**src/rtl/trig_cond.sv**
```systemverilog
// Trigger input conditioner: per-channel synchroniser, polarity, glitch filter and
// edge select, OR/AND combine, then pulse stretcher with holdoff and event counter.
module trig_cond #(
    parameter int pCHANNELS     = 4,
    parameter int pFILTER_WIDTH = 4,
    parameter int pSTRETCH_WIDTH = 16,
    parameter int pCOUNT_WIDTH  = 16
) (
    input  logic                       fe_clk,
    input  logic                       reset_n,
    input  logic [pCHANNELS-1:0]       I_trig_in,
    input  logic [pCHANNELS-1:0]       I_chan_en,
    input  logic [pCHANNELS-1:0]       I_invert,
    input  logic [2*pCHANNELS-1:0]     I_edge_sel,
    input  logic [pFILTER_WIDTH-1:0]   I_filter_len,
    input  logic                       I_and_mode,
    input  logic [pSTRETCH_WIDTH-1:0]  I_stretch_len,
    input  logic [pSTRETCH_WIDTH-1:0]  I_holdoff,
    input  logic                       I_retrigger,
    input  logic                       I_arm,
    input  logic                       I_count_clear,
    output logic                       O_trig,
    output logic [pCOUNT_WIDTH-1:0]    O_trig_count,
    output logic                       O_busy,
    output logic [pCHANNELS-1:0]       O_filt_level
);

    typedef enum logic [1:0] {
        ST_IDLE,
        ST_PULSE,
        ST_HOLDOFF
    } state_t;

    logic [pCHANNELS-1:0]      sync_meta;
    logic [pCHANNELS-1:0]      sync_q;
    logic [pCHANNELS-1:0]      synced;
    logic [pCHANNELS-1:0]      filt;
    logic [pCHANNELS-1:0]      filt_d;
    logic [pFILTER_WIDTH-1:0]  filt_cnt [pCHANNELS];

    logic [pCHANNELS-1:0]      qual;
    logic [pCHANNELS-1:0]      or_qual;
    logic [pCHANNELS-1:0]      and_qual;
    logic                      any_en;
    logic                      and_all;
    logic                      and_all_d;
    logic                      trig_event;
    logic                      fire;
    logic                      count_inc;

    state_t                    state;
    logic [pSTRETCH_WIDTH-1:0] stretch_cnt;

    always_ff @(posedge fe_clk or negedge reset_n) begin
        if (!reset_n) begin
            sync_meta <= '0;
            sync_q    <= '0;
        end else begin
            sync_meta <= I_trig_in;
            sync_q    <= sync_meta;
        end
    end

    assign synced = sync_q ^ I_invert;

    // The filtered level only follows the synced level after it has disagreed
    // for I_filter_len+1 consecutive samples; any agreement restarts the count.
    always_ff @(posedge fe_clk or negedge reset_n) begin
        if (!reset_n) begin
            filt   <= '0;
            filt_d <= '0;
            for (int i = 0; i < pCHANNELS; i++) begin
                filt_cnt[i] <= '0;
            end
        end else begin
            filt_d <= filt;
            for (int i = 0; i < pCHANNELS; i++) begin
                if (synced[i] == filt[i]) begin
                    filt_cnt[i] <= '0;
                end else if (filt_cnt[i] == I_filter_len) begin
                    filt[i]     <= synced[i];
                    filt_cnt[i] <= '0;
                end else begin
                    filt_cnt[i] <= filt_cnt[i] + 1'b1;
                end
            end
        end
    end

    assign O_filt_level = filt;

    always_comb begin
        qual     = '0;
        or_qual  = '0;
        and_qual = '1;
        for (int i = 0; i < pCHANNELS; i++) begin
            case (I_edge_sel[2*i +: 2])
                2'b00:   qual[i] = filt[i] & ~filt_d[i];
                2'b01:   qual[i] = ~filt[i] & filt_d[i];
                2'b10:   qual[i] = filt[i] ^ filt_d[i];
                default: qual[i] = filt[i];
            endcase
            or_qual[i]  = I_chan_en[i] & qual[i];
            and_qual[i] = ~I_chan_en[i] | qual[i];
        end
    end

    // Disabled channels read as 1 in AND mode, so an all-disabled set must be
    // gated explicitly or it would look like a permanently satisfied AND.
    assign any_en  = |I_chan_en;
    assign and_all = any_en & (&and_qual);

    always_ff @(posedge fe_clk or negedge reset_n) begin
        if (!reset_n) begin
            and_all_d <= 1'b0;
        end else begin
            and_all_d <= and_all;
        end
    end

    assign trig_event = I_and_mode ? (and_all & ~and_all_d) : (|or_qual);
    assign fire       = trig_event & I_arm;
    assign count_inc  = fire & ((state == ST_IDLE) | ((state == ST_PULSE) & I_retrigger));

    // One counter serves both the stretch and the holdoff phase; the lengths
    // are sampled only when the counter is loaded.
    always_ff @(posedge fe_clk or negedge reset_n) begin
        if (!reset_n) begin
            state       <= ST_IDLE;
            stretch_cnt <= '0;
            O_trig      <= 1'b0;
            O_busy      <= 1'b0;
        end else begin
            case (state)
                ST_IDLE: begin
                    if (fire) begin
                        state       <= ST_PULSE;
                        stretch_cnt <= I_stretch_len;
                        O_trig      <= 1'b1;
                        O_busy      <= 1'b1;
                    end
                end
                ST_PULSE: begin
                    if (fire && I_retrigger) begin
                        stretch_cnt <= I_stretch_len;
                    end else if (stretch_cnt != '0) begin
                        stretch_cnt <= stretch_cnt - 1'b1;
                    end else begin
                        O_trig <= 1'b0;
                        if (I_holdoff != '0) begin
                            state       <= ST_HOLDOFF;
                            stretch_cnt <= I_holdoff - 1'b1;
                        end else begin
                            state  <= ST_IDLE;
                            O_busy <= 1'b0;
                        end
                    end
                end
                ST_HOLDOFF: begin
                    if (stretch_cnt == '0) begin
                        state  <= ST_IDLE;
                        O_busy <= 1'b0;
                    end else begin
                        stretch_cnt <= stretch_cnt - 1'b1;
                    end
                end
                default: begin
                    state  <= ST_IDLE;
                    O_trig <= 1'b0;
                    O_busy <= 1'b0;
                end
            endcase
        end
    end

    always_ff @(posedge fe_clk or negedge reset_n) begin
        if (!reset_n) begin
            O_trig_count <= '0;
        end else if (I_count_clear) begin
            O_trig_count <= '0;
        end else if (count_inc && (O_trig_count != {pCOUNT_WIDTH{1'b1}})) begin
            O_trig_count <= O_trig_count + 1'b1;
        end
    end

endmodule

```
**config.mk**
```make
export PLATFORM = sky130hd
export DESIGN_NAME = trig_cond
export DESIGN_NICKNAME = d
export VERILOG_FILES = /design/src/rtl/trig_cond.sv
export SDC_FILE = /design/constraint.sdc
export NUM_CORES = 1
export LEC_CHECK = 0
export ABC_AREA = 1
export ABC_CLOCK_PERIOD_IN_PS = 2900
export BUFFER_PORTS_ARGS = -buffer_cell sky130_fd_sc_hd__buf_2
export CAP_MARGIN = 25
export CELL_PAD_IN_SITES_DETAIL_PLACEMENT = 1
export CELL_PAD_IN_SITES_GLOBAL_PLACEMENT = 2
export CORE_ASPECT_RATIO = 1.1
export CORE_MARGIN = 2
export CORE_UTILIZATION = 32
export DETAILED_ROUTE_END_ITERATION = 10
export PLACE_DENSITY_LB_ADDON = 0.1
export SLEW_MARGIN = 20
export SYNTH_ARGS = -nofsm -noshare
export SYNTH_HDL_FRONTEND = slang
export SYNTH_SLANG_ARGS = --single-unit
export TNS_END_PERCENT = 1
```
**constraint.sdc**
```tcl
create_clock -name fe_clk -period 2.9 [get_ports fe_clk]
set_input_delay 0.29 -clock fe_clk [delete_from_list [all_inputs] [get_ports fe_clk]]
set_output_delay 0.29 -clock fe_clk [all_outputs]
set_load 0.05 [all_outputs]
```
==> results of run 1 <==
-- layout make-up --
| type | count | area (sq um) |
|---|---|---|
| Clock buffer | 12 | 246 |
| Timing Repair Buffer | 94 | 520 |
| Multi-Input combinational cell | 526 | 2930 |
| Inverter | 81 | 304 |
| Sequential cell | 69 | 1730 |
| Clock inverter | 2 | 35.0 |
| Fill cell | 2005 | 9610 |
| Tap cell | 200 | 250 |
-- routing by layer --
metal  up-vias  wire length [microns]  track usage
met3        14                    424       0.0344
met1      2267                   7470        0.259
met5         -                      0            0
met2        66                   6920        0.304
li1       2361                      -            -
met4         0                    199       0.0499
-- power groups by stage --
stage | clock network, mW | registers (mW) | logic (mW)
5_1_grt | 1.15 | 1.58 | 3.12
3_3_place_gp | 0 | 1.53 | 2.61
4_1_cts | 1.11 | 1.54 | 2.72
2_1_floorplan | 0 | 1.63 | 1.91
6_report | 1.08 | 1.54 | 2.68
3_5_place_dp | 0 | 1.55 | 2.70
-- registers in the layout (all words and copies together), names as in the netlist --
signal	cells
filt_cnt	16
O_trig	1
filt_d	4
sync_meta	4
and_all_d	1
O_filt_level	4
O_trig_count	16
sync_q	4
stretch_cnt	16
O_busy	1
state	2
-- worst max-delay path by stage --
stage	from	end	slack, ns	cells past startpoint
global placement	O_filt_level[1]$_DFFE_PN0P_	stretch_cnt[13]$_DFFE_PN0P_	0.42	17
floorplan	O_filt_level[1]$_DFFE_PN0P_	stretch_cnt[10]$_DFFE_PN0P_	0.43	17
CTS	O_filt_level[2]$_DFFE_PN0P_	stretch_cnt[5]$_DFFE_PN0P_	0.22	17
detailed placement	O_filt_level[2]$_DFFE_PN0P_	stretch_cnt[5]$_DFFE_PN0P_	0.22	17
finish	O_filt_level[2]$_DFFE_PN0P_	stretch_cnt[6]$_DFFE_PN0P_	0.36	17
global route	O_filt_level[2]$_DFFE_PN0P_	stretch_cnt[7]$_DFFE_PN0P_	0.06	17
-- cell usage after synthesis, types with 3 or more instances --
library cell  count  share of area
buf_6             3         0.0067
xnor2_1          33          0.057
nand4_1          11          0.014
nor3_1            8         0.0079
ha_1             19          0.047
inv_1            78          0.058
o21ai_0          22          0.022
nand3_2           4         0.0079
nor2_1           83          0.062
xor2_1           36          0.062
clkbuf_1         11         0.0082
a21oi_1           6         0.0059
buf_1             3         0.0022
nand3b_1          7          0.010
nor2_4            3         0.0067
dfrtp_1          69           0.34
or2_2            10          0.012
nand3_1          82          0.081
nand2_1         178           0.13
nand2_4           3         0.0067
-- per-stage QoR --
step                      utilization  instance area [sq um]
after floorplan                     -                   5060
after global placement          0.364                   5680
after detailed placement        0.364                   5680
after CTS                       0.382                   5960
after global routing            0.385                   6010
final                           0.385                   6010
-- cells by family (layout without fill, tap and decap cells) --
logic type,count (synthesis),after routing,synth area share
AO/OA/AOI/OAI,37,37,0.0457
XOR/XNOR,69,69,0.119
adder cells (fa/ha/maj),19,19,0.0470
buffers and inverters,102,189,0.0821
flip-flops,69,69,0.341
multiplexers,1,1,0.00198
AND/OR/NAND/NOR,400,400,0.363
-- repair_timing --
action / CTS / global route
endpoints found under the hold margin: 0 / 21
setup buffers: 0 / 0
hold buffers: 0 / 1
endpoints found under the setup margin: 0 / 3
resized for setup: 0 / 1
==> flow_metrics.py, run 1 <==
metrics = {
    "finish": {
        "drive_above_1_share": 0.175,
        "area_growth_pct": 18.7,
        "fin_cells": 984,
        "diodes": 0,
        "final_common_cell": "nand2_1",
        "num-nets-final": 862,
        "final_cell_mix": "nand2_1, nor2_1, buf_2",
    },
    "setup_path": {
        "slowest_delay_ns": 0.42,
        "cp_max_fo": 13,
        "required_ns": 3.17,
        "cp_common_cell": "nand2_1",
        "crit_path_start_kind": "register",
        "crit_buf_inv": 3,
        "worstPathArrival_ns": 2.81,
        "r2r-end": "stretch_cnt[6]$_DFFE_PN0P_",
        "worst_setup_path_end_kind": "register",
        "crit_type": "register to register",
        "crit-reg2reg-launch": "O_filt_level[2]$_DFFE_PN0P_",
        "rrSetupSlack_ns": 0.36,
        "crit_family": "simple AND/OR/NAND/NOR gates",
        "crit_slowest_cell": "dfrtp_1",
        "reg2reg_depth": 17,
        "cp_cell_sequence": "inv_1 -> ha_1 -> inv_1 -> nand2_1 -> nand3_1 -> nand2_1 -> nand2_1 -> nand2_1 -> nor2_1 -> nand3_1 -> nand2_4 -> nand2_4 -> a21oi_4 -> inv_2 -> nor2_4 -> nand3_1 -> nand2_1",
    },
    "clock_tree": {
        "htreeDepth": 3,
        "clockBufferDepth": 2,
        "cts_made_buffers": 9,
        "cts_tree": "built",
        "path_clk_slew_ns": 0.05,
        "clkSinkCount": 69,
        "clk_latency_ns": 0.34,
        "root_buffer": "clkbuf_16",
    },
    "floorplan": {
        "die_w_microns": 124,
        "initial_core_util": 0.324,
        "core_area_sq_um": 15600,
        "die_area_sq_um": 16800,
        "fp.dieH_microns": 136,
        "rows": 48,
        "io-pin-count": 84,
    },
    "placement": {
        "io_buffers": 83,
        "gp_congestion": 0.808,
        "post-dp-hpwl_mm": 11.3,
        "dp_cells": 968,
        "place_ws_ns": 0.224,
    },
    "logic_synthesis": {
        "ys.flop_type": "dfrtp_1",
        "ys_warn_count": 0,
        "yosysSeqAreaShare": 0.341,
        "synthArstFlopShare": 1.00,
        "netlist_instances": 697,
        "syn_area_sq_um": 5060,
        "synth_fp_nets": 778,
        "ys_seq_elements": 69,
        "syn-mean-instance-area_sq_um": 7.26,
        "synth_cell_types": 41,
        "synth_edf_count": 0,
    },
    "power_and_ir_drop": {
        "swShare": 0.453,
        "vdd_drop_max_v": 0.000487,
        "internal_power_mw": 2.90,
        "p_clk_frac": 0.203,
        "switchingPower_mw": 2.40,
        "totalPowerFinal_mw": 5.30,
        "p_comb_frac": 0.507,
        "cellLeakagePower_nw": 3.06,
        "power.density_nw_per_um2": 881,
        "pwr-share-seq": 0.290,
    },
    "detailed_routing": {
        "num_vias": 4708,
        "first_iter_violations": 133,
        "viasPerCell": 4.78,
        "routed_wl_mm": 15.0,
        "ant_nets": 0,
        "drc_errors": 0,
        "dr.pass1.iters": 6,
        "post_drt_wl_per_cell_microns": 15.3,
    },
    "hold_path": {
        "min_to": "sync_meta[0]$_DFF_PN0_",
        "holdPathStages": 1,
        "hold_path_startpoint": "I_trig_in[0]",
        "hp-class": "primary input to register",
    },
    "global_route": {
        "grt_pass1_vias": 4938,
        "antenna_found_initial": 0,
        "track_usage": 0.188,
        "grt-ovfl-total": 0,
        "grt_max_degree": 70,
        "grt_pass1_wl_mm": 24.7,
    },
    "timing": {
        "hold_viol": 0,
        "report.final.slew_viol_count": 0,
        "clock_skew_ns": 0.00975,
        "hold_ws_ns": 0.0652,
        "slew_headroom": 0.522,
        "rsz0062_at_grt": "no",
        "worst_slack_ns": 0.357,
        "tightest_slew_ns": 0.717,
        "clock.fmax_mhz": 393,
        "setup_viol": 0,
        "tns_ns": 0,
        "fin_crit_sh": 0.877,
        "fin_crit_ns": 2.54,
    },
    "job": {
        "cap_violations": 0,
    },
    "outcome": {
        "status": "finished clean",
    },
}
No activity file was read; power rests on OpenSTA's default activity.
==> inputs of run 2 (changes only) <==
--- a/config.mk
+++ b/config.mk
@@ -15,6 +15,7 @@
 export CORE_MARGIN = 2
 export CORE_UTILIZATION = 32
 export DETAILED_ROUTE_END_ITERATION = 10
+export GPL_TIMING_DRIVEN = 0
 export PLACE_DENSITY_LB_ADDON = 0.1
 export SLEW_MARGIN = 20
 export SYNTH_ARGS = -nofsm -noshare
==> constraint.sdc (replaced) <==
create_clock -name fe_clk -period 2.9 [get_ports fe_clk]
set_input_delay 0.29 -clock fe_clk [delete_from_list [all_inputs] [get_ports fe_clk]]
set_output_delay 0.29 -clock fe_clk [all_outputs]
set_load 0.005 [all_outputs]
==> flow_metrics.py, run 2 (same netlist as run 1, synthesis figures left out) <==
metrics = {
    "outcome": {
        "status": "finished clean",
    },
    "global_route": {
        "grt_busiest_layer": "met2",
        "antenna_found_initial": 0,
        "grt_max_degree": 43,
        "use_met2": 0.315,
        "grt.met1_usage": 0.253,
        "grt_pass1_wl_mm": 24.7,
        "grt_pass1_vias": 5017,
        "track_usage": 0.190,
        "grt-ovfl-total": 0,
        "use_met3": 0.0264,
    },
    "finish": {
        "ff_latch_area_sq_um": 1730,
        "final_cell_mix": "nand2_1, nor2_1, nand3_1",
        "area_growth_pct": 19.9,
        "finish.utilization": 0.389,
        "reg.largest.list": "O_trig_count: 16 flops, filt_cnt: 16 flops, stretch_cnt: 16 flops",
        "drive_above_1_share": 0.168,
        "final_common_cell": "nand2_1",
        "fill_cells": 2027,
        "diodes": 0,
        "num-nets-final": 869,
        "multiInputGateArea_sq_um": 2930,
        "fin_cells": 993,
    },
    "setup_path": {
        "endpoint": "stretch_cnt[8]$_DFFE_PN0P_",
        "crit-reg2reg-launch": "O_filt_level[1]$_DFFE_PN0P_",
        "reg2reg_depth": 18,
        "cp_max_fo": 10,
        "r2r-end": "stretch_cnt[8]$_DFFE_PN0P_",
        "crit_path_start_kind": "register",
        "startpoint": "O_filt_level[1]$_DFFE_PN0P_",
        "crit_type": "register to register",
        "required_ns": 3.18,
        "worstPathArrival_ns": 2.82,
        "rrSetupSlack_ns": 0.36,
        "worst_setup_path_end_kind": "register",
    },
    "detailed_routing": {
        "routed_wl_mm": 15.1,
        "post_drt_wl_per_cell_microns": 15.2,
        "ant_nets": 0,
        "dr.pass1.iters": 4,
        "viasPerCell": 4.80,
        "drc_errors": 0,
        "num_vias": 4769,
        "first_iter_violations": 142,
    },
    "power_and_ir_drop": {
        "cellLeakagePower_nw": 3.06,
        "power.density_nw_per_um2": 883,
        "totalPowerFinal_mw": 5.36,
        "vdd_drop_max_v": 0.000485,
    },
    "clock_tree": {
        "cts_setup_buffers": 0,
        "clk_latency_ns": 0.34,
        "htreeDepth": 3,
        "clockBufferDepth": 2,
        "clkSinkCount": 69,
        "root_buffer": "clkbuf_16",
        "path_clk_slew_ns": 0.06,
        "cts_made_buffers": 9,
        "cts_tree": "built",
    },
    "placement": {
        "io_buffers": 78,
        "post-dp-hpwl_mm": 11.9,
        "dp_cells": 976,
        "gp_congestion": 0.787,
    },
    "floorplan": {
        "rows": 48,
        "core_area_sq_um": 15600,
        "die_w_microns": 124,
        "initial_core_util": 0.324,
        "io-pin-count": 84,
        "fp.dieH_microns": 136,
        "die_area_sq_um": 16800,
    },
    "timing": {
        "hold_viol": 0,
        "report.final.slew_viol_count": 0,
        "tightest_slew_ns": 0.610,
        "tns_ns": 0,
        "slew_headroom": 0.593,
        "hold_ws_ns": 0.0486,
        "clock_skew_ns": 0.00776,
        "fin_crit_ns": 2.54,
        "setup_viol": 0,
        "fin_crit_sh": 0.877,
        "clock.fmax_mhz": 393,
        "rsz0062_at_grt": "no",
    },
    "hold_path": {
        "hp-class": "primary input to register",
    },
    "job": {
        "cap_violations": 0,
    },
}
run 2: metal layers:
layer / vias to the layer above / wire [microns]
met3: 14 / 446
met5: - / 0
met4: 0 / 268
li1: 2379 / -
met2: 65 / 7120
met1: 2311 / 7270
run 2: worst max-delay path, stage by stage, from the launching register on:
cell and delay (ns):
dfrtp_1 0.44, inv_1 0.10, ha_1 0.30, inv_1 0.06, nand2_1 0.05, nand3_1 0.10
nand2_1 0.07, nand2_1 0.06, nand2_1 0.05, nor2_1 0.10, nand3_1 0.13, nand2_4 0.14
nand3_4 0.14, nand3_2 0.13, nand2_1 0.10, nor2_4 0.17, buf_6 0.18, nand3_1 0.10
nand2_1 0.08
run 2: worst min path at each step:
stage / from / to / slack, ns / cells past startpoint
after floorplan: reset_n / O_busy$_DFFE_PN0P_ / -0.006 / 0
after global placement: sync_meta[1]$_DFF_PN0_ / sync_q[1]$_DFF_PN0_ / 0.33 / 0
after detailed placement: reset_n / stretch_cnt[4]$_DFFE_PN0P_ / 0.34 / 1
after CTS: I_trig_in[0] / sync_meta[0]$_DFF_PN0_ / 0.04 / 1
after global routing: I_trig_in[0] / sync_meta[0]$_DFF_PN0_ / 0.04 / 1
final: I_trig_in[3] / sync_meta[3]$_DFF_PN0_ / 0.05 / 1
run 2: timing repair:
item	CTS	global route
hold buffers	1	0
endpoints found under the setup margin	0	2
hold endpoints to repair	41	0
gates resized for setup	0	1
run 2: through the flow:
stage | setup WS, ns | area, sq um
2_1_floorplan | 0.774 | 5060
3_3_place_gp | 0.352 | 5700
3_5_place_dp | 0.253 | 5720
4_1_cts | 0.230 | 6060
5_1_grt | 0.0828 | 6070
6_report | 0.356 | 6070
run 2: cell type report:
cell class,count,share of cell area
multi-input combinational,526,0.482
sequential,69,0.285
timing repair buffer,80,0.0697
inverter,81,0.0501
tap,200,0.0412
clock buffer,11,0.0400
buffer,21,0.0184
clock inverter,5,0.0138
run 2: power by group:
part	total, mW	switching (mW)	internal (mW)
clock network	1.22	0.445	0.778
logic	2.60	1.61	0.998
registers	1.53	0.289	1.24
total	5.36	2.34	3.02
==> inputs of run 3 (changes only) <==
--- a/config.mk
+++ b/config.mk
@@ -13,7 +13,8 @@
 export CELL_PAD_IN_SITES_GLOBAL_PLACEMENT = 2
 export CORE_ASPECT_RATIO = 1.1
 export CORE_MARGIN = 2
-export CORE_UTILIZATION = 32
+export CORE_UTILIZATION = 33
+export CTS_BUF_LIST = sky130_fd_sc_hd__clkbuf_4 sky130_fd_sc_hd__clkbuf_8
 export DETAILED_ROUTE_END_ITERATION = 10
 export GPL_TIMING_DRIVEN = 0
 export PLACE_DENSITY_LB_ADDON = 0.1
==> flow_metrics.py, run 3 (same netlist as run 1, synthesis figures left out) <==
metrics = {
    "hold_path": {
        "min_to": "sync_meta[0]$_DFF_PN0_",
        "hp-class": "primary input to register",
        "holdPathStages": 1,
        "hold_path_startpoint": "I_trig_in[0]",
    },
    "clock_tree": {
        "clk_latency_ns": 0.36,
        "clockBufferDepth": 2,
        "htreeDepth": 3,
        "cts_setup_buffers": 0,
        "cts_made_buffers": 9,
        "clkSinkCount": 69,
        "path_clk_slew_ns": 0.07,
        "cts_tree": "built",
        "root_buffer": "clkbuf_8",
    },
    "placement": {
        "dp_cells": 972,
        "dpl-instance-area_sq_um": 5730,
        "io_buffers": 78,
        "place_ws_ns": 0.245,
        "post-dp-hpwl_mm": 11.9,
        "gp_congestion": 0.845,
    },
    "detailed_routing": {
        "viasPerCell": 4.80,
        "post_drt_wl_per_cell_microns": 15.2,
        "first_iter_violations": 205,
        "drc_errors": 0,
        "dr.pass1.iters": 4,
        "ant_nets": 0,
        "routed_wl_mm": 15.0,
        "num_vias": 4739,
    },
    "finish": {
        "design_area_sq_um": 5890,
        "reg.largest.list": "O_trig_count: 16 flops, filt_cnt: 16 flops, stretch_cnt: 16 flops",
        "diodes": 0,
        "drive_above_1_share": 0.167,
        "num-nets-final": 869,
        "area_growth_pct": 16.4,
        "final_common_cell": "nand2_1",
        "final_cell_mix": "nand2_1, nor2_1, nand3_1",
        "fill_cells": 1975,
        "fin_cells": 987,
    },
    "setup_path": {
        "crit_family": "simple AND/OR/NAND/NOR gates",
        "crit-reg2reg-launch": "O_filt_level[2]$_DFFE_PN0P_",
        "crit_slowest_cell": "dfrtp_1",
        "worstPathArrival_ns": 2.88,
        "rrSetupSlack_ns": 0.26,
        "cp_common_cell": "nand2_1",
        "worst_setup_path_end_kind": "register",
        "crit_buf_inv": 3,
        "cp_max_fo": 10,
        "reg2reg_depth": 17,
        "cp_cell_sequence": "inv_1 -> ha_1 -> inv_1 -> nand2_1 -> nand3_1 -> nand2_1 -> nand2_1 -> nand2_1 -> nor2_1 -> nand3_1 -> nand2_4 -> nand2_4 -> a21oi_4 -> nand3_2 -> buf_6 -> nand2_1 -> nand2_1",
        "required_ns": 3.15,
        "slowest_delay_ns": 0.44,
        "crit_path_start_kind": "register",
        "r2r-end": "stretch_cnt[13]$_DFFE_PN0P_",
        "crit_type": "register to register",
    },
    "floorplan": {
        "initial_core_util": 0.336,
        "fp.dieH_microns": 134,
        "core_area_sq_um": 15100,
        "rows": 47,
        "die_w_microns": 122,
        "die_area_sq_um": 16300,
        "io-pin-count": 84,
    },
    "timing": {
        "clock_skew_ns": 0.0154,
        "tightest_slew_ns": 0.575,
        "fin_crit_sh": 0.909,
        "setup_viol": 0,
        "tns_ns": 0,
        "hold_viol": 0,
        "rsz0062_at_grt": "no",
        "fin_crit_ns": 2.64,
        "slew_headroom": 0.616,
        "clock.fmax_mhz": 379,
        "worst_slack_ns": 0.263,
        "report.final.slew_viol_count": 0,
    },
    "outcome": {
        "status": "finished clean",
    },
    "power_and_ir_drop": {
        "cellLeakagePower_nw": 3.00,
        "vdd_drop_max_v": 0.000406,
        "power.density_nw_per_um2": 818,
        "totalPowerFinal_mw": 4.82,
    },
    "global_route": {
        "grt_pass1_vias": 5106,
        "grt_pass1_wl_mm": 25.2,
        "track_usage": 0.195,
        "grt-ovfl-total": 0,
        "antenna_found_initial": 0,
        "grt_max_degree": 54,
    },
    "job": {
        "cap_violations": 0,
    },
}
-- run 3: cell types whose count changed in the layout (fill, tap and decap cells not counted), sizes merged --
| cell | delta |
|---|---|
| bufinv | -2 |
| clkinv | +2 |
| clkinvlp | -2 |
-- run 3: worst max path at each step --
stage / start / to / cells past startpoint
final: O_filt_level[2]$_DFFE_PN0P_ / stretch_cnt[13]$_DFFE_PN0P_ / 17
after global routing: O_filt_level[2]$_DFFE_PN0P_ / stretch_cnt[5]$_DFFE_PN0P_ / 17
after CTS: O_filt_level[2]$_DFFE_PN0P_ / stretch_cnt[13]$_DFFE_PN0P_ / 17
after detailed placement: O_filt_level[2]$_DFFE_PN0P_ / stretch_cnt[8]$_DFFE_PN0P_ / 17
after global placement: O_filt_level[3]$_DFFE_PN0P_ / stretch_cnt[13]$_DFFE_PN0P_ / 13
after floorplan: O_filt_level[1]$_DFFE_PN0P_ / stretch_cnt[10]$_DFFE_PN0P_ / 17
-- run 3: cell type report --
| type | instances | area, sq um | area share |
|---|---|---|---|
| sequential | 69 | 1730 | 0.293 |
| multi-input combinational | 526 | 2920 | 0.496 |
| clock buffer | 11 | 139 | 0.0236 |
| tap | 196 | 245 | 0.0416 |
| buffer | 21 | 111 | 0.0189 |
| timing repair buffer | 80 | 430 | 0.0731 |
| clock inverter | 3 | 15.0 | 0.00255 |
| inverter | 81 | 304 | 0.0516 |
-- run 3: power by group --
group,internal (mW),switching (mW),total [mW],leakage [nW]
clock network,0.316,0.371,0.687,0.0856
logic,0.996,1.60,2.60,2.02
registers,1.24,0.291,1.53,0.889
-- run 3: per-layer routing --
metal  global-route usage  vias to the layer above  wire (microns)
li1                     -                     2376               -
met1                0.257                     2285            7130
met2                0.334                       65            7230
met3               0.0319                       13             451
met4               0.0466                        0             176
met5                    0                        -               0
-- run 3: metrics by stage --
stage	utilization	hold WS (ns)
after floorplan	-	-0.00559
after global placement	0.378	0.334
after detailed placement	0.380	0.192
after CTS	0.391	0.0134
after global routing	0.391	0.0130
final	0.391	0.0345
-- run 3: repair_timing --
action,4_1_cts,5_1_grt
gates resized for setup,0,0
endpoints found under the hold margin,16,0
hold buffers,1,0
